## config.mk

```make
export PLATFORM = sky130hd
export DESIGN_NAME = mem_access_unit
export DESIGN_NICKNAME = d
export VERILOG_FILES = /design/src/rtl/mem_access_unit.sv
export SDC_FILE = /design/constraint.sdc
export NUM_CORES = 1
export LEC_CHECK = 0
export CAP_MARGIN = 20
export CORE_UTILIZATION = 43
export DETAILED_ROUTE_END_ITERATION = 10
export PLACE_DENSITY = 0.81
export SYNTH_ARGS = -nofsm -noshare
export SYNTH_HDL_FRONTEND = slang
export SYNTH_SLANG_ARGS = --single-unit
```

## constraint.sdc

```tcl
create_clock -name clk -period 2.8 [get_ports clk]
set_clock_uncertainty 0.1 [all_clocks]
set_input_delay 0.28 -clock clk [delete_from_list [all_inputs] [get_ports clk]]
set_output_delay 0.28 -clock clk [all_outputs]
set_load 0.01 [all_outputs]
```

## src/rtl/mem_access_unit.sv

```systemverilog
// -----------------------------------------------------------------------------
// mem_access_unit
//
// MEM-stage load/store unit. Turns an EX-stage request into one registered
// memory bus transaction and returns the sign- or zero-extended load result.
// The bus uses a request/acknowledge handshake with a bounded wait.
//
// Optional feature (compile-time macro):
//   MEM_ALIGN_CHECK_EN  defined   : a misaligned half or word access is
//                                   rejected with a one-cycle memFault and
//                                   no bus request.
//                       undefined : misaligned low address bits are forced to
//                                   the natural alignment and the access runs.
//
// Parameters:
//   TIMEOUT_CYCLES  maximum number of WAIT cycles for busAck (2..255)
//
// Ports:
//   clk, rst_n      clock; synchronous active-low reset
//   exValid         EX-stage instruction valid
//   exMemRead       load request
//   exMemWrite      store request (wins when both are set)
//   exMemSize       00 byte, 01 half, 10/11 word
//   exMemSigned     sign-extend byte/half loads when 1
//   exALUOut        effective address
//   exStoreData     store data (right-justified)
//   busReq/busWe    registered bus request and write enable
//   busAddr         word-aligned bus address
//   busWdata/busBe  lane-replicated write data and byte enables
//   busAck/busRdata bus completion and read data (valid with busAck)
//   memMemOut       load result (0 for stores, timeouts and faults)
//   memValid        one-cycle completion pulse
//   memFault        one-cycle timeout / alignment error pulse
//   memStall        combinational pipeline hold
// -----------------------------------------------------------------------------
module mem_access_unit #(
  parameter int unsigned TIMEOUT_CYCLES = 16
) (
  input  logic        clk,
  input  logic        rst_n,
  input  logic        exValid,
  input  logic        exMemRead,
  input  logic        exMemWrite,
  input  logic [1:0]  exMemSize,
  input  logic        exMemSigned,
  input  logic [31:0] exALUOut,
  input  logic [31:0] exStoreData,
  output logic        busReq,
  output logic        busWe,
  output logic [31:0] busAddr,
  output logic [31:0] busWdata,
  output logic [3:0]  busBe,
  input  logic        busAck,
  input  logic [31:0] busRdata,
  output logic [31:0] memMemOut,
  output logic        memValid,
  output logic        memFault,
  output logic        memStall
);

  typedef enum logic [1:0] {IDLE, WAIT, DONE} state_e;
  typedef enum logic [1:0] {SZ_BYTE, SZ_HALF, SZ_WORD} size_e;

  // Last WAIT cycle index; the counter starts at 0 on entry to WAIT.
  localparam logic [7:0] CNT_LAST = 8'(TIMEOUT_CYCLES - 1);

  state_e      state_q;
  logic [7:0]  cnt_q;
  logic        bus_req_q;
  logic        bus_we_q;
  logic [31:0] bus_addr_q;
  logic [31:0] bus_wdata_q;
  logic [3:0]  bus_be_q;
  logic [31:0] mem_out_q;
  logic        mem_valid_q;
  logic        mem_fault_q;
  logic [1:0]  lane_q;     // byte offset of the access, used for extraction
  size_e       size_q;
  logic        signed_q;

  // Request decode (combinational)
  logic        req_present;
  logic        misaligned;
  size_e       req_size;
  logic [31:0] addr_d;
  logic [3:0]  be_d;
  logic [31:0] wdata_d;

  // NOTE: every always_comb output gets a default first so no path can
  // leave it unassigned and infer a latch.
  always_comb begin
    req_present = exValid & (exMemRead | exMemWrite);
    req_size    = exMemSize[1] ? SZ_WORD : (exMemSize[0] ? SZ_HALF : SZ_BYTE);
    misaligned  = 1'b0;
    addr_d      = exALUOut;
`ifdef MEM_ALIGN_CHECK_EN
    misaligned  = ((req_size == SZ_HALF) && exALUOut[0]) ||
                  ((req_size == SZ_WORD) && (exALUOut[1:0] != 2'b00));
`else
    if (req_size == SZ_HALF) addr_d[0]   = 1'b0;
    if (req_size == SZ_WORD) addr_d[1:0] = 2'b00;
`endif
    be_d    = 4'b1111;
    wdata_d = exStoreData;
    case (req_size)
      SZ_BYTE: begin
        be_d    = 4'b0001 << addr_d[1:0];
        wdata_d = {4{exStoreData[7:0]}};
      end
      SZ_HALF: begin
        be_d    = 4'b0011 << addr_d[1:0];
        wdata_d = {2{exStoreData[15:0]}};
      end
      default: begin
        be_d    = 4'b1111;
        wdata_d = exStoreData;
      end
    endcase
  end

  // Little-endian lane extraction of the returned read data
  logic [7:0]  rd_byte;
  logic [15:0] rd_half;
  logic [31:0] load_data_d;

  always_comb begin
    case (lane_q)
      2'd0:    rd_byte = busRdata[7:0];
      2'd1:    rd_byte = busRdata[15:8];
      2'd2:    rd_byte = busRdata[23:16];
      default: rd_byte = busRdata[31:24];
    endcase
    rd_half = lane_q[1] ? busRdata[31:16] : busRdata[15:0];
    case (size_q)
      SZ_BYTE: load_data_d = signed_q ? {{24{rd_byte[7]}}, rd_byte}
                                      : {24'h0, rd_byte};
      SZ_HALF: load_data_d = signed_q ? {{16{rd_half[15]}}, rd_half}
                                      : {16'h0, rd_half};
      default: load_data_d = busRdata;
    endcase
  end

  // NOTE: all state below is updated with non-blocking assignments so every
  // register samples the pre-edge values of the others.
  always_ff @(posedge clk) begin
    if (!rst_n) begin
      state_q     <= IDLE;
      cnt_q       <= 8'h0;
      bus_req_q   <= 1'b0;
      bus_we_q    <= 1'b0;
      bus_addr_q  <= 32'h0;
      bus_wdata_q <= 32'h0;
      bus_be_q    <= 4'h0;
      mem_out_q   <= 32'h0;
      mem_valid_q <= 1'b0;
      mem_fault_q <= 1'b0;
      lane_q      <= 2'd0;
      size_q      <= SZ_BYTE;
      signed_q    <= 1'b0;
    end else begin
      // Status outputs are single-cycle pulses unless re-asserted below.
      mem_valid_q <= 1'b0;
      mem_fault_q <= 1'b0;
      case (state_q)
        IDLE: begin
          if (req_present) begin
            if (misaligned) begin
              mem_fault_q <= 1'b1;
              mem_out_q   <= 32'h0;
            end else begin
              state_q     <= WAIT;
              cnt_q       <= 8'h0;
              bus_req_q   <= 1'b1;
              bus_we_q    <= exMemWrite;
              bus_addr_q  <= {addr_d[31:2], 2'b00};
              bus_be_q    <= be_d;
              bus_wdata_q <= wdata_d;
              lane_q      <= addr_d[1:0];
              size_q      <= req_size;
              signed_q    <= exMemSigned;
            end
          end
        end
        WAIT: begin
          // An acknowledge in the final allowed cycle still completes.
          if (busAck) begin
            state_q     <= DONE;
            bus_req_q   <= 1'b0;
            mem_out_q   <= bus_we_q ? 32'h0 : load_data_d;
            mem_valid_q <= 1'b1;
          end else if (cnt_q == CNT_LAST) begin
            state_q     <= IDLE;
            bus_req_q   <= 1'b0;
            mem_out_q   <= 32'h0;
            mem_fault_q <= 1'b1;
          end else begin
            cnt_q <= cnt_q + 8'h1;
          end
        end
        DONE:    state_q <= IDLE;
        default: state_q <= IDLE;
      endcase
    end
  end

  assign memStall  = ((state_q == IDLE) && req_present) || (state_q == WAIT);
  assign busReq    = bus_req_q;
  assign busWe     = bus_we_q;
  assign busAddr   = bus_addr_q;
  assign busWdata  = bus_wdata_q;
  assign busBe     = bus_be_q;
  assign memMemOut = mem_out_q;
  assign memValid  = mem_valid_q;
  assign memFault  = mem_fault_q;

endmodule

```

== Word-level counts from Yosys, hierarchy flattened ==
Cells that the tools add are included.
Widths: inputs -> output; s select.

* Logic and storage cells: 74
* Output and inout port bits: 105
* Bits in registers: 117

* Bitwise operators: 4
* Shift-type cells: 2
* $add $sub $neg: 1
* Eq/ne operators: 11
* Reductions and logical operators: 15
* Muxes and demuxes: 28

{| class="wikitable"
|+ Operators with widths
! operator !! count
|-
| $mux 32 || 5
|-
| $pmux 32 s2 || 2
|-
| $mux 8 || 3
|-
| $pmux 8 s3 || 1
|-
| $mux 16 || 1
|-
| $pmux 8 s2 || 1
|-
| $mux 2 || 5
|-
| $add 8x1->8 const B || 1
|-
| $eq 2x1->1 const B || 4
|-
| $eq 8x4->1 const B || 1
|-
| $logic_not 2->1 || 4
|-
| $pmux 4 s2 || 1
|-
| $reduce_and 2->1 || 4
|-
| $mux 1 || 7
|-
| $ne 2x2->1 const B || 3
|-
| $eq 2x2->1 const B || 2
|-
| $pmux 2 s2 || 1
|-
| $reduce_and 4->1 || 1
|-
| $reduce_bool 2->1 || 2
|-
| $shl 1x2->4 const A || 1
|-
| $shl 2x2->4 const A || 1
|-
| $ne 3x3->1 const B || 1
|-
| $reduce_and 3->1 || 1
|-
| $reduce_or 3->1 || 1
|-
| 6 further kinds || 7
|}

== Logic depth before layout (Yosys ltp) ==
* Depth in word-level cells: 7
* Gate-level depth with buffers: 7
* Depth with buffers taken out: 5

== Worst setup path before layout ==
No wires, ideal clock.

* Kind: reg2reg
* From: reg cnt_q[4]
* To: reg mem_out_q[18], in the netlist memMemOut[18]
* Data required time: 2.578 ns
* Arrival time: 1.830 ns
* Path buffers: 2
* Setup slack: 0.749 ns
* Period minus slack after synthesis: 2.051 ns
* Setup time: 0.122 ns
* Stages on the path, launching flop included: 7
* Cells stage by stage: dfxtp_1 or4_4 buf_6 o21ba_4 o21a_4 buf_6 a221o_1

* Longest elaborated chain between the ends: 3

{| class="wikitable"
|+ RTL lines
! what !! RTL line !! source
|-
| start: declaration || 68 || <nowiki>logic [7:0] cnt_q;</nowiki>
|-
| start signal: assignment || 197 || <nowiki>cnt_q <= cnt_q + 8'h1;</nowiki>
|-
| $eq 8x4->1 || 191 || <nowiki>end else if (cnt_q == CNT_LAST) begin</nowiki>
|-
| $reduce_bool 2->1 (no line) || - ||
|-
| $reduce_and 2->1 (no line) || - ||
|-
| end signal: assignment || 189 || <nowiki>mem_out_q <= bus_we_q ? 32'h0 : load_data_d;</nowiki>
|-
| end: declaration || 74 || <nowiki>logic [31:0] mem_out_q;</nowiki>
|}

Every way passes these cells.
A chain may end at the register's enable or synchronous reset.

== Worst setup path after layout ==
* From: reg cnt_q[0]
* To: reg mem_out_q[19], in the netlist memMemOut[19]

The elaborated chain is that of the path after synthesis.

==> impl_metrics.py <==
metrics = {
    "synthesis": {
        "synth.largest_area_cell": "dfxtp_1",
        "synth_most_common_cell": "nand2_1",
        "synth-compound-area-share_pct": 24.2,
        "syn_inst": 578,
        "netlist_top_cells_count": "nand2_1, dfxtp_1, a21oi_1",
        "synth_top_area_share_pct": 46.5,
        "synth-seq-area-share_pct": 46.5,
        "synth_edf_count": 0,
        "syn_area_per_cell_um2": 8.71,
        "synth_simple_gate_area_share_pct": 16.8,
        "synth-seq-cells": 117,
        "synthesis.area_mm2": 0.00504,
        "synthArstFlopShare_pct": 0,
        "synthFlopType": "dfxtp_1",
        "synthXorXnorAreaFrac_pct": 0.348,
        "synth.area.top_cells": "dfxtp_1, nand2_1, mux2i_1, a21oi_1, a221o_1",
        "synth_top_family_by_area": "compound AO/OA/AOI/OAI gates",
        "synth_mux_area_share_pct": 7.03,
        "synthAdderAreaFrac_pct": 0.248,
        "yosys_warnings": 0,
        "ys_types": 58,
    },
    "drt": {
        "post-route-drc-count": 0,
        "ant_nets": 0,
        "num_vias": 5101,
        "drt_iter0_markers": 284,
        "routed_wl_um": 15400,
        "avgViaCountPerCell": 5.51,
        "detail_route.first_pass.iterations": 5,
        "routedWlPerCell_um": 16.6,
    },
    "timing": {
        "timing.fmax_mhz": 455,
        "slew_headroom_pct": 52.1,
        "rsz0062_at_grt": "false",
        "setup_viol_count_final": 0,
        "report.final.slew_viol_count": 0,
        "fin_setup_tns_ns": 0,
        "final_hold_viol_count": 0,
        "finalCritPeriodShare_pct": 78.5,
        "finalCriticalPeriod_ns": 2.20,
        "tightest_slew_ns": 0.716,
    },
    "critical_path": {
        "path_max_fanout": 31,
        "critPathSlowestCell": "a221o_2",
        "path_class": "flip-flop to flip-flop",
        "r2r_setup_slack_ns": 0.60,
        "crit_chain": "ha_1 > nand3_1 > o21ba_4 > o21a_4 > a221o_2",
        "critPathLaunchType": "flip-flop",
        "worstPathRequired_ns": 3.00,
        "end_kind": "flip-flop",
        "worstPathArrival_ns": 2.39,
        "cpPeakStageDelay_ns": 0.43,
    },
    "cts": {
        "clockBufferDepth": 2,
        "cts-buffers-inserted": 17,
        "cts_hold_buf": 0,
        "clk_latency_ns": 0.41,
        "ctsResizeCount": 0,
        "cts_setup_buffers": 0,
        "tritoncts": "done",
        "cts_sinks": 117,
        "cts_max_level": 4,
        "clkTransAtPathRegs_ns": 0.06,
        "root_buffer": "clkbuf_16",
    },
    "final_layout": {
        "final_util_pct": 68.1,
        "n_antenna_cell": 0,
        "area_growth_pct": 54.4,
        "nNetsFinal": 876,
        "drive_above_1_share_pct": 7.15,
        "fin_area_mm2": 0.00777,
        "nFillCells": 940,
    },
    "worst_hold_path": {
        "hold_class": "primary input to flip-flop",
    },
    "placement": {
        "post-dp-hpwl_um": 11000,
        "place_area_mm2": 0.00719,
        "portBuffers": 207,
        "gp_congestion": 0.871,
    },
    "grt": {
        "grt_max_degree": 43,
        "grt_pass1_vias": 4899,
        "grt_pass1_wl_um": 23400,
        "antenna_found_initial": 0,
        "overflow": 0,
        "grtUsageTotal_pct": 25.1,
    },
    "pwr": {
        "ir_worst_vdd_v": 0.000445,
        "powerDensity_mw_per_mm2": 597,
        "leakagePower_nw": 2.85,
    },
    "outcome": {
        "status": "finished, final reports clean",
    },
    "floorplanning": {
        "chipWidth_um": 110,
        "pin_count": 210,
        "die_y_um": 110,
        "start_util_pct": 44.1,
        "design.die.area_mm2": 0.0121,
        "placement_rows": 39,
        "core_area_mm2": 0.0114,
    },
    "job": {
        "cap_violations": 0,
    },
}
==> path summary, 6_finish.rpt <==
check	startpoint	end	cells after the start
worst max register to register	cnt_q[0]	memMemOut[19]	5
worst min-delay path	exALUOut[20]	busAddr[20]	3
worst min register to register	busAddr[16]	busAddr[16]	2
worst max-delay path	cnt_q[0]	memMemOut[19]	5
==> sequential cells by signal, summed over array words and instances, names as in the netlist, 2 cells and up <==
name / count
lane_q: 2
busWdata: 32
busAddr: 30
busBe: 4
memMemOut: 32
size_q: 2
state_q: 2
cnt_q: 8
==> through the flow <==
step	std cells	setup WS (ns)	power [mW]	hold slack, ns
6_report	926	0.602	4.64	0.315
4_1_cts	925	0.495	4.67	0.299
3_3_place_gp	893	0.553	2.53	0.342
2_1_floorplan	579	0.749	2.15	0.316
5_1_grt	926	0.499	4.82	0.318
3_5_place_dp	893	0.509	2.55	0.346
==> cell type report <==
class	instances	area [um2]	share of cell area (%)
Timing Repair Buffer	220	2190	28.2
Inverter	5	18.8	0.241
Sequential cell	117	2340	30.1
Clock buffer	23	478	6.15
Multi-Input combinational cell	409	2460	31.7
Tap cell	143	179	2.30
Clock inverter	9	101	1.30
==> cell usage in the layout, fill, tap and decap left out, types with 2 or more instances in the layout <==
cell / count
a2111oi_0: 6
a211oi_1: 8
a21o_1: 2
a21oi_1: 63
a221o_1: 21
a22o_2: 2
a22oi_1: 2
a311oi_1: 10
a31oi_1: 3
a32o_1: 7
and2_1: 6
buf_12: 2
buf_4: 11
bufinv_16: 2
clkbuf_1: 3
clkbuf_16: 17
clkbuf_8: 3
clkdlybuf4s50_1: 207
clkinv_2: 5
conb_1: 2
dfxtp_1: 117
inv_1: 4
mux2i_1: 32
nand2_1: 119
nand2b_1: 2
nand3_1: 4
nor2_1: 38
nor2b_1: 4
nor3_1: 2
nor3b_1: 7
o211ai_1: 3
o21ai_0: 30
o21bai_1: 6
xor2_1: 2
==> cell families (layout without fill, tap and decap cells) <==
family,Yosys count,after routing
AO/OA/AOI/OAI,175,175
XOR/XNOR,2,2
adder cells (fa/ha/maj),1,1
buffers and inverters,53,257
flip-flops,117,117
multiplexers,34,34
other,1,2
AND/OR/NAND/NOR,195,195
==> metal layers <==
layer	share of wire [%]	vias up	global-route usage [%]
met5	0	-	0
met4	2.3	0	11.8
met3	8.3	33	8.35
met2	49	214	42.8
met1	40	2400	28.1
li1	-	2454	-
==> worst max-delay path: cells and delay by family (launching register included) <==
family | cells | cell delay (ns)
fa+ha+maj | 1 | 0.22
compound gates | 3 | 1.07
simple gates | 1 | 0.26
flops | 1 | 0.42
==> where the power goes <==
group          internal, mW  switching (mW)  leakage [nW]
sequential             1.75          0.0521         0.955
clock                  1.37           0.746         0.287
combinational         0.383           0.334          1.61
Note: power is estimated with default switching activity, not from simulation.
